===== config.mk =====
export PLATFORM = sky130hd
export DESIGN_NAME = seq_divider
export DESIGN_NICKNAME = d
export VERILOG_FILES = /design/src/rtl/seq_divider.sv
export SDC_FILE = /design/constraint.sdc
export NUM_CORES = 1
export LEC_CHECK = 0
export ABC_AREA = 1
export ABC_CLOCK_PERIOD_IN_PS = 5950
export CELL_PAD_IN_SITES_DETAIL_PLACEMENT = 1
export CELL_PAD_IN_SITES_GLOBAL_PLACEMENT = 1
export CORE_MARGIN = 2
export CORE_UTILIZATION = 38
export DETAILED_ROUTE_END_ITERATION = 12
export PLACE_DENSITY = 0.87
export RECOVER_POWER = 50
export SYNTH_ARGS = -nofsm -noshare
export SYNTH_HDL_FRONTEND = slang
export SYNTH_SLANG_ARGS = --single-unit

===== constraint.sdc =====
create_clock -name clk -period 5.95 [get_ports clk]
set_clock_uncertainty 0.2 [all_clocks]
set_input_delay 0.595 -clock clk [delete_from_list [all_inputs] [get_ports clk]]
set_output_delay 0.595 -clock clk [all_outputs]
set_load 0.05 [all_outputs]

===== src/rtl/seq_divider.sv =====
// seq_divider: iterative restoring divider, one quotient bit per clock, signed/unsigned with divide-by-zero flag
module seq_divider #(
  parameter int WIDTH = 32
) (
  input  logic             clk,
  input  logic             reset,
  input  logic             start,
  input  logic             signed_op,
  input  logic [WIDTH-1:0] dividend,
  input  logic [WIDTH-1:0] divisor,
  output logic             busy,
  output logic             done,
  output logic [WIDTH-1:0] quotient,
  output logic [WIDTH-1:0] remainder,
  output logic             div_zero
);
  localparam int CW = $clog2(WIDTH);
  typedef enum logic [1:0] {IDLE, CALC, FIX, DONE} state_t;
  state_t state;
  logic [CW-1:0] cnt;
  logic [WIDTH-1:0] rem, qb, dsr, orig;
  logic q_neg, r_neg, dz, a_neg, b_neg;
  logic [WIDTH:0] shifted, diff;
  // operand signs and the trial subtraction of the current step
  always_comb begin
    a_neg = signed_op & dividend[WIDTH-1];
    b_neg = signed_op & divisor[WIDTH-1];
    shifted = {rem, qb[WIDTH-1]};
    diff = shifted - {1'b0, dsr};
  end
  // control FSM and datapath registers; results only change at the fix step
  always_ff @(posedge clk or posedge reset) begin
    if (reset) begin
      state <= IDLE;
      cnt <= '0;
      rem <= '0;
      qb <= '0;
      dsr <= '0;
      orig <= '0;
      q_neg <= 1'b0;
      r_neg <= 1'b0;
      dz <= 1'b0;
      busy <= 1'b0;
      done <= 1'b0;
      quotient <= '0;
      remainder <= '0;
      div_zero <= 1'b0;
    end else begin
      case (state)
        IDLE: if (start) begin
          qb <= a_neg ? -dividend : dividend;
          dsr <= b_neg ? -divisor : divisor;
          orig <= dividend;
          q_neg <= a_neg ^ b_neg;
          r_neg <= a_neg;
          dz <= divisor == '0;
          rem <= '0;
          cnt <= '0;
          busy <= 1'b1;
          state <= CALC;
        end
        CALC: begin
          rem <= diff[WIDTH] ? shifted[WIDTH-1:0] : diff[WIDTH-1:0];
          qb <= {qb[WIDTH-2:0], ~diff[WIDTH]};
          cnt <= cnt + CW'(1);
          if (cnt == CW'(WIDTH - 1)) state <= FIX;
        end
        FIX: begin
          quotient <= dz ? '1 : (q_neg ? -qb : qb);
          remainder <= dz ? orig : (r_neg ? -rem : rem);
          div_zero <= dz;
          done <= 1'b1;
          busy <= 1'b0;
          state <= DONE;
        end
        DONE: begin
          done <= 1'b0;
          state <= IDLE;
        end
        default: state <= IDLE;
      endcase
    end
  end
endmodule


Yosys cells after proc, flatten, opt, wreduce, memory -nomap -nowiden
Cells that the tools add are included.
{"block": "word_totals", "register_bits": 205, "output_inout_bits": 67, "in_bits": 68}
{"block": "classes", "n_bitwise": 4, "n_eq_ne": 6, "add_sub_neg": 6, "n_reduce_logical": 9, "muxes": 19}
{"op": "32-bit 2-to-1 mux", "n": 9}
{"op": "32-bit negator", "n": 4}
{"op": "32-bit one-hot mux with 2 select lines", "n": 2}
{"op": "33-bit by 32-bit subtractor with 33-bit output", "n": 1}
{"op": "32-bit logical NOT", "n": 1}
{"op": "5-bit one-hot mux with 2 select lines", "n": 1}
{"op": "2-bit one-hot mux with 4 select lines", "n": 1}
{"op": "2-bit AND reduction", "n": 4}
{"op": "2-bit nonzero test", "n": 3}
{"op": "5-bit by 1-bit adder with 5-bit output, second input constant", "n": 1}
{"op": "5-bit equality test, second input constant", "n": 1}
{"op": "5-bit 2-to-1 mux", "n": 1}
{"op": "2-bit equality test, second input constant", "n": 2}
{"op": "2-bit 2-to-1 mux", "n": 2}
{"op": "2-bit != test, second input constant", "n": 2}
{"op": "1-bit one-hot mux with 2 select lines", "n": 2}
{"op": "1-bit AND", "n": 2}
{"op": "2-bit by 1-bit equality test with 1-bit output, second input constant", "n": 1}
{"op": "2-bit logical NOT", "n": 1}
{"op": "1-bit 2-to-1 mux", "n": 1}
{"op": "1-bit inverter", "n": 1}
{"op": "1-bit bitwise XOR", "n": 1}

Logic depth before layout (Yosys ltp)
{"block": "depth", "depth_word": 4, "depth_mapped": 18, "mapped_depth_nobuf": 17}

Worst setup path after synthesis
OpenSTA, ideal clock, no wires.
{"block": "synth_timing", "path_kind": "register to register", "start": "register qb[31]", "end": "register rem[10]", "setup_ns": 0.117, "arrival_ns": 2.087, "setup_slack_ns": 3.546, "required_ns": 5.633, "path_stages_with_launch": 19, "path_cell_list": "dfrtp_1 -> inv_1 -> ha_1 -> fa_1 -> inv_1 -> nand2_1 -> nand2_1 -> nand3_1 -> nand2_2 -> nand2_1 -> nand2_2 -> nand2_4 -> nand2_4 -> nand2_8 -> nand2_8 -> buf_6 -> nand2_1 -> nand3_1 -> nand2_1"}
{"block": "synth_between", "elab_chain_cells": 3}
{"element": "start, declared", "line_no": "21", "text": "logic [WIDTH-1:0] rem, qb, dsr, orig;"}
{"element": "start signal, assigned", "line_no": "51", "text": "qb <= a_neg ? -dividend : dividend;"}
{"element": "start signal, assigned", "line_no": "64", "text": "qb <= {qb[WIDTH-2:0], ~diff[WIDTH]};"}
{"element": "33-bit by 32-bit subtractor with 33-bit output", "line_no": "29", "text": "diff = shifted - {1'b0, dsr};"}
{"element": "32-bit 2-to-1 mux", "line_no": "63", "text": "rem <= diff[WIDTH] ? shifted[WIDTH-1:0] : diff[WIDTH-1:0];"}
{"element": "32-bit one-hot mux with 2 select lines", "line_no": "49", "text": "case (state)"}
{"element": "end signal, assigned", "line_no": "63"}
{"element": "end, declared", "line_no": "21"}
No other way between the ends.
A chain may end at the register's enable or synchronous reset.

==> flow_summary.json <==
{
  "synth_ff_type": "dfrtp_1",
  "fp.dieH_um": 199.7,
  "critPathMaxFanout": 71,
  "gp_congestion": 0.9409,
  "syn-num-nets": 2324,
  "period_share_pct": 60.55,
  "dieArea_um2": 39860,
  "clock_path_buffers": 3,
  "p_leak_nw": 8.654,
  "grt_pass1_wl_um": 82530,
  "core-area_um2": 37670,
  "antenna_found_initial": 1,
  "grt_pass1_vias": 15690,
  "whs_endpoint": "quotient[27]",
  "worstSetupPathType": "in -> async",
  "htree_levels": 1,
  "grt_use_total_pct": 26.00,
  "start_kind": "input port",
  "vias_per_cell": 5.356,
  "period_needed_ns": 3.603,
  "grt_setup_unrepaired": "false",
  "fin_cells": 2845,
  "post_cts_buffers": 0,
  "syn_area_per_cell_um2": 6.574,
  "row_count": 71,
  "die_w_um": 199.7,
  "layout_common_cells": "688 x nand2_1, 309 x inv_1, 212 x nand3_1, 208 x nor2_1, 205 x dfrtp_1",
  "timing.fmax_mhz": 277.6,
  "io_pins": 135,
  "clockPowerShare_pct": 13.6,
  "arrival_ns": 3.67,
  "p_per_area_nw_per_um2": 656.8,
  "syn-cell-area_um2": 14550,
  "io_buffers": 134,
  "violations": "capacitance limit, slew limit",
  "switching_share_pct": 53.95,
  "cp-end-kind": "async pin",
  "num_vias": 15240,
  "status": "finished with violations",
  "cts_resized": 0,
  "cts_buffers": 26,
  "area_growth_pct": 17.94,
  "r2r_cells": 8,
  "drc_errors": 0,
  "synth.area.top_cells": "dfrtp_1 35%, nand2_1 18%, inv_1 8.0%",
  "synth.largest_area_cell": "dfrtp_1",
  "seq_area_frac_synth_pct": 35.26,
  "insertion_delay_ns": 0.53,
  "tns_ns": 0,
  "cap_violations": 4,
  "intPower_mw": 5.190,
  "synthArstFlopShare_pct": 100.0,
  "irDropWorstVdd_mv": 0.3138,
  "synth-edff-count": 0,
  "dr.first_iter.drc_count": 1043,
  "worstReg2RegEnd": "qb[17]",
  "worst_slew_pin_slew_ns": 2.339,
  "power_frac_seq_pct": 23.2,
  "switchingPower_mw": 6.080,
  "reg2reg_slack_ns": 2.42,
  "placed_cells": 2798,
  "pwr-share-comb_pct": 63.2,
  "nets": 2426,
  "dpl.hpwl_um": 39610,
  "setup_violations": 0,
  "wl_per_cell_um": 18.13,
  "grt_max_degree": 102,
  "synth_warnings": 0,
  "cts_root_buffer": "clkbuf_16",
  "drive_gt1_share_pct": 4.243,
  "ys_types": 49,
  "clock-sinks": 205,
  "max_slew_margin_pct": -55.94,
  "overflow": 0,
  "drt_first_pass_iters": 5,
  "ys_seq_elements": 205,
  "cts_tree": "done",
  "r2r-start": "state[0]",
  "drv_slew": 214,
  "drtAntennaViolNets": 0,
  "synth_top_area_share_pct": 35.26,
  "final_common_cell": "nand2_1",
  "synth_cells": 2213,
  "cts_hold_buf": 0,
  "hold_viol": 0,
  "wl_um": 51580,
  "initial_core_util_pct": 38.62,
  "hold_path.class": "reg -> reg",
  "hold_path_depth": 2,
  "required_ns": 6.02,
  "fillerInstances": 4972,
  "clkTransAtPathRegs_ns": 0.06,
  "holdCritStartpoint": "quotient[27]"
}
routing by layer:
metal	vias up	GRT usage, %	part of all wire [%]
met5	-	0	0
met4	0	7.874	3.0
met3	90	2.700	4.6
met2	387	43.79	47
met1	7473	35.15	45
li1	7287	-	-
power groups by stage:
stage	combinational [mW]	sequential [mW]	clock, mW
6_report	7.12	2.62	1.53
5_1_grt	7.91	2.68	1.63
4_1_cts	7.09	2.61	1.56
3_5_place_dp	7.03	2.62	0
3_3_place_gp	6.73	2.60	0
2_1_floorplan	4.39	3.11	0
critical path, cell delays in order:
cell and delay, ns:
dlygate4sd3_1 0.55, clkinvlp_2 0.97, clkbuf_2 1.48
how the worst max path moves through the flow:
| stage | to | cells past startpoint | slack [ns] | start |
|---|---|---|---|---|
| global route | rem[20] | 3 | 1.81 | reset |
| global placement | qb[17] | 7 | 2.40 | start |
| finish | rem[20] | 3 | 2.35 | reset |
| CTS | qb[17] | 8 | 2.57 | state[0] |
| detailed placement | qb[17] | 7 | 2.21 | start |
| floorplan | busy | 1 | 2.50 | reset |
sequential cells by signal, summed over array words and instances, names as in the netlist, 2 cells and up:
name       flops
remainder     32
dsr           32
orig          32
cnt            5
qb            32
rem           32
state          2
quotient      32
Yosys cell counts, types with 21 or more instances:
| cell type | n |
|---|---|
| nand4_1 | 35 |
| nand3_1 | 212 |
| a21oi_1 | 71 |
| o21ai_0 | 142 |
| inv_1 | 309 |
| dfrtp_1 | 205 |
| xor2_1 | 40 |
| nand2_1 | 689 |
| ha_1 | 42 |
| clkbuf_1 | 53 |
| nor3_1 | 27 |
| o221ai_1 | 21 |
| nor2_1 | 210 |
logic make-up after synthesis:
family | synth area share (%)
AOI/OAI and AO/OA | 11.76
DFF | 35.26
buffers and inverters | 10.44
and+or+nand+nor | 35.36
xor gates and xnor gates | 3.432
adders and majority gates | 3.750
metrics by stage:
stage	setup slack [ns]	utilization (%)	total power, mW	area (µm²)	hold slack [ns]
finish	2.347	45.55	11.27	17160	0.2810
global route	1.806	45.55	12.21	17160	0.3003
floorplan	2.497	-	7.502	14550	0.2436
global placement	2.403	43.37	9.323	16330	0.2577
detailed placement	2.211	43.37	9.644	16330	0.2638
CTS	2.568	45.59	11.26	17170	0.2808
layout make-up:
type                            instances  area (µm²)  share of cell area [%]
Clock inverter                          7       45.04                  0.2625
Antenna cell                            1       2.502                 0.01458
Clock buffer                           39       790.8                   4.609
Tap cell                              511       639.4                   3.726
Inverter                              320        1202                   7.008
Sequential cell                       205        5130                   29.90
Timing Repair Buffer                  147        1441                   8.401
Multi-Input combinational cell       1615        7906                   46.08
Power figures use the tool's default switching activity.
==> RTL edit (same flow settings) <==
The parameter `WIDTH` goes from 32 to 16.
--- a/src/rtl/seq_divider.sv
+++ b/src/rtl/seq_divider.sv
@@ -1,5 +1,5 @@
 // seq_divider: iterative restoring divider, one quotient bit per clock, signed/unsigned with divide-by-zero flag
 module seq_divider #(
-  parameter int WIDTH = 32
+  parameter int WIDTH = 16
 ) (
   input  logic             clk,
Interface: changed (resized dividend, divisor, quotient and remainder); port bits go from 135 to 71. The function was not compared with the original's and may differ.
==> RTL edit against the unedited design <==
  * The run still ends with max-capacitance violations, max-slew violations left
  * Power down 53%
  * Design area decreased by 51%
  * Synthesized area decreased by 50%
  * Critical path depth increased by 3
  * Sequential power fell by 47%
  * Routed wire length decreased by 56%
  * Worst setup slack lost 0.54 ns
  * Global-route usage down 2.9 points
  * Sequential cell count down 97
  * Largest power group unchanged
==> RTL edit: results (changes against the unedited design) <==
CP Class=reg -> reg; CP arrival=4.18 ns (+0.51 ns); GRT Total Usage=0.231 (-0.0287); Max IR drop VDD=380 µV (+21%); Non-clk invs=154 (-52%); M3 GR Usage=0.0313 (+0.00429); pre-CTS WS=2.94 ns (+0.733 ns); Layout clock buffers=10 (-74%); CTS sink cnt=108 (-47%); Via Count=7353 (-52%); Buffers, non-clock=75 (-49%); share of cells above drive strength 1=0.0404 (-0.00208); status=finished, violations left; Worst Hold End=orig[9]; largest net degree at the start of global routing=73 (-28%); Worst R2R End=dsr[1]; Reg area=2700 µm² (-47%); Multi-input gate area=3760 µm² (-52%); violated checks=max-capacitance violations, max-slew violations; R2R setup slack=1.80 ns (-0.62 ns); worst reg2reg path depth=6 (-2); dpl hpwl=16900 µm (-57%); GR met2 Demand/Resource=0.386 (-0.0519); clock insertion delay at the later pin of the skew report=0.36 ns (-0.17 ns); Port Buf Inserts=70 (-48%); clock buffer count from CTS=9 (-65%); Area Overhead vs Synth=15.2%; 1st-iter DRT viols=471 (-55%); Routability Congestion=0.914 (-2.9%); Clock Path Buffers=2 (-1); first-pass GRT wire length=37400 µm (-55%); hold wc startpoint=orig[9]; LEAKAGE=4.21 nW (-51%); filler instances=2411 (-52%); Max-Cap Viols=3 (-1); register area share after synthesis=0.372 (+0.0193); total nets after synthesis=1124 (-52%); Area contributors post-synth=dfrtp_1 (37%), nand2_1 (16%), nand3_1 (9.0%); Slew Limit Fails=167 (-22%); Yosys cell types=42 (-14%); Worst path slowest cell=clkbuf_1; Worst-Margin Slew=3.40 ns (+1.07 ns); synth cell count leaders=nand2_1 (315), inv_1 (151), nand3_1 (130), dfrtp_1 (108), nor2_1 (80); DP Area=8070 µm² (-51%); Routed Wire Length=22800 µm (-56%); crit share post-route=0.697 (+0.0916); number of multi-input logic gates=763 (-53%)
## RTL edit: cell types whose count changed after synthesis, sizes merged, moves of 30 or more
| cell | change |
|---|---|
| dfrtp | -97 |
| a21oi | -33 |
| nand3 | -84 |
| nand2 | -379 |
| inv | -165 |
| nor2 | -134 |
| xor2 | -30 |
| o21ai | -66 |
## RTL edit: metrics by stage
step / hold slack, ns / std cells / util
floorplan: 0.249 / 1062 / -
global placement: 0.257 / 1334 / 0.431
detailed placement: 0.270 / 1334 / 0.431
CTS: 0.291 / 1349 / 0.448
global route: 0.325 / 1349 / 0.447
finish: 0.287 / 1349 / 0.447
## RTL edit: kinds of logic after synthesis
group / count (synthesis) / synth area share
AO/OA/AOI/OAI: 154 / 0.120
XOR/XNOR: 14 / 0.0169
adder cells (fa/ha/maj): 26 / 0.0458
buffers and inverters: 191 / 0.111
flip-flops: 108 / 0.372
AND/OR/NAND/NOR: 569 / 0.334
## RTL edit: routing by layer
layer	part of all wire	vias to the layer above
met5	0	-
met4	0.015	0
met3	0.042	26
met2	0.48	184
met1	0.47	3650
li1	-	3493
## RTL edit: worst register-to-register path, cell delays in order (launching register included)
cell and delay (ns):
dfrtp_1 0.38, inv_1 0.09, ha_1 0.28, nand2_1 0.09, clkbuf_1 1.62, inv_1 0.87
o21ai_0 0.49
## RTL edit: power by group through the flow
stage / registers, mW / clock network [mW] / logic, mW
after floorplan: 1.65 / 0 / 2.10
after global placement: 1.37 / 0 / 3.10
after detailed placement: 1.39 / 0 / 3.22
after CTS: 1.38 / 0.650 / 3.26
after global routing: 1.43 / 0.673 / 3.64
final: 1.39 / 0.639 / 3.26
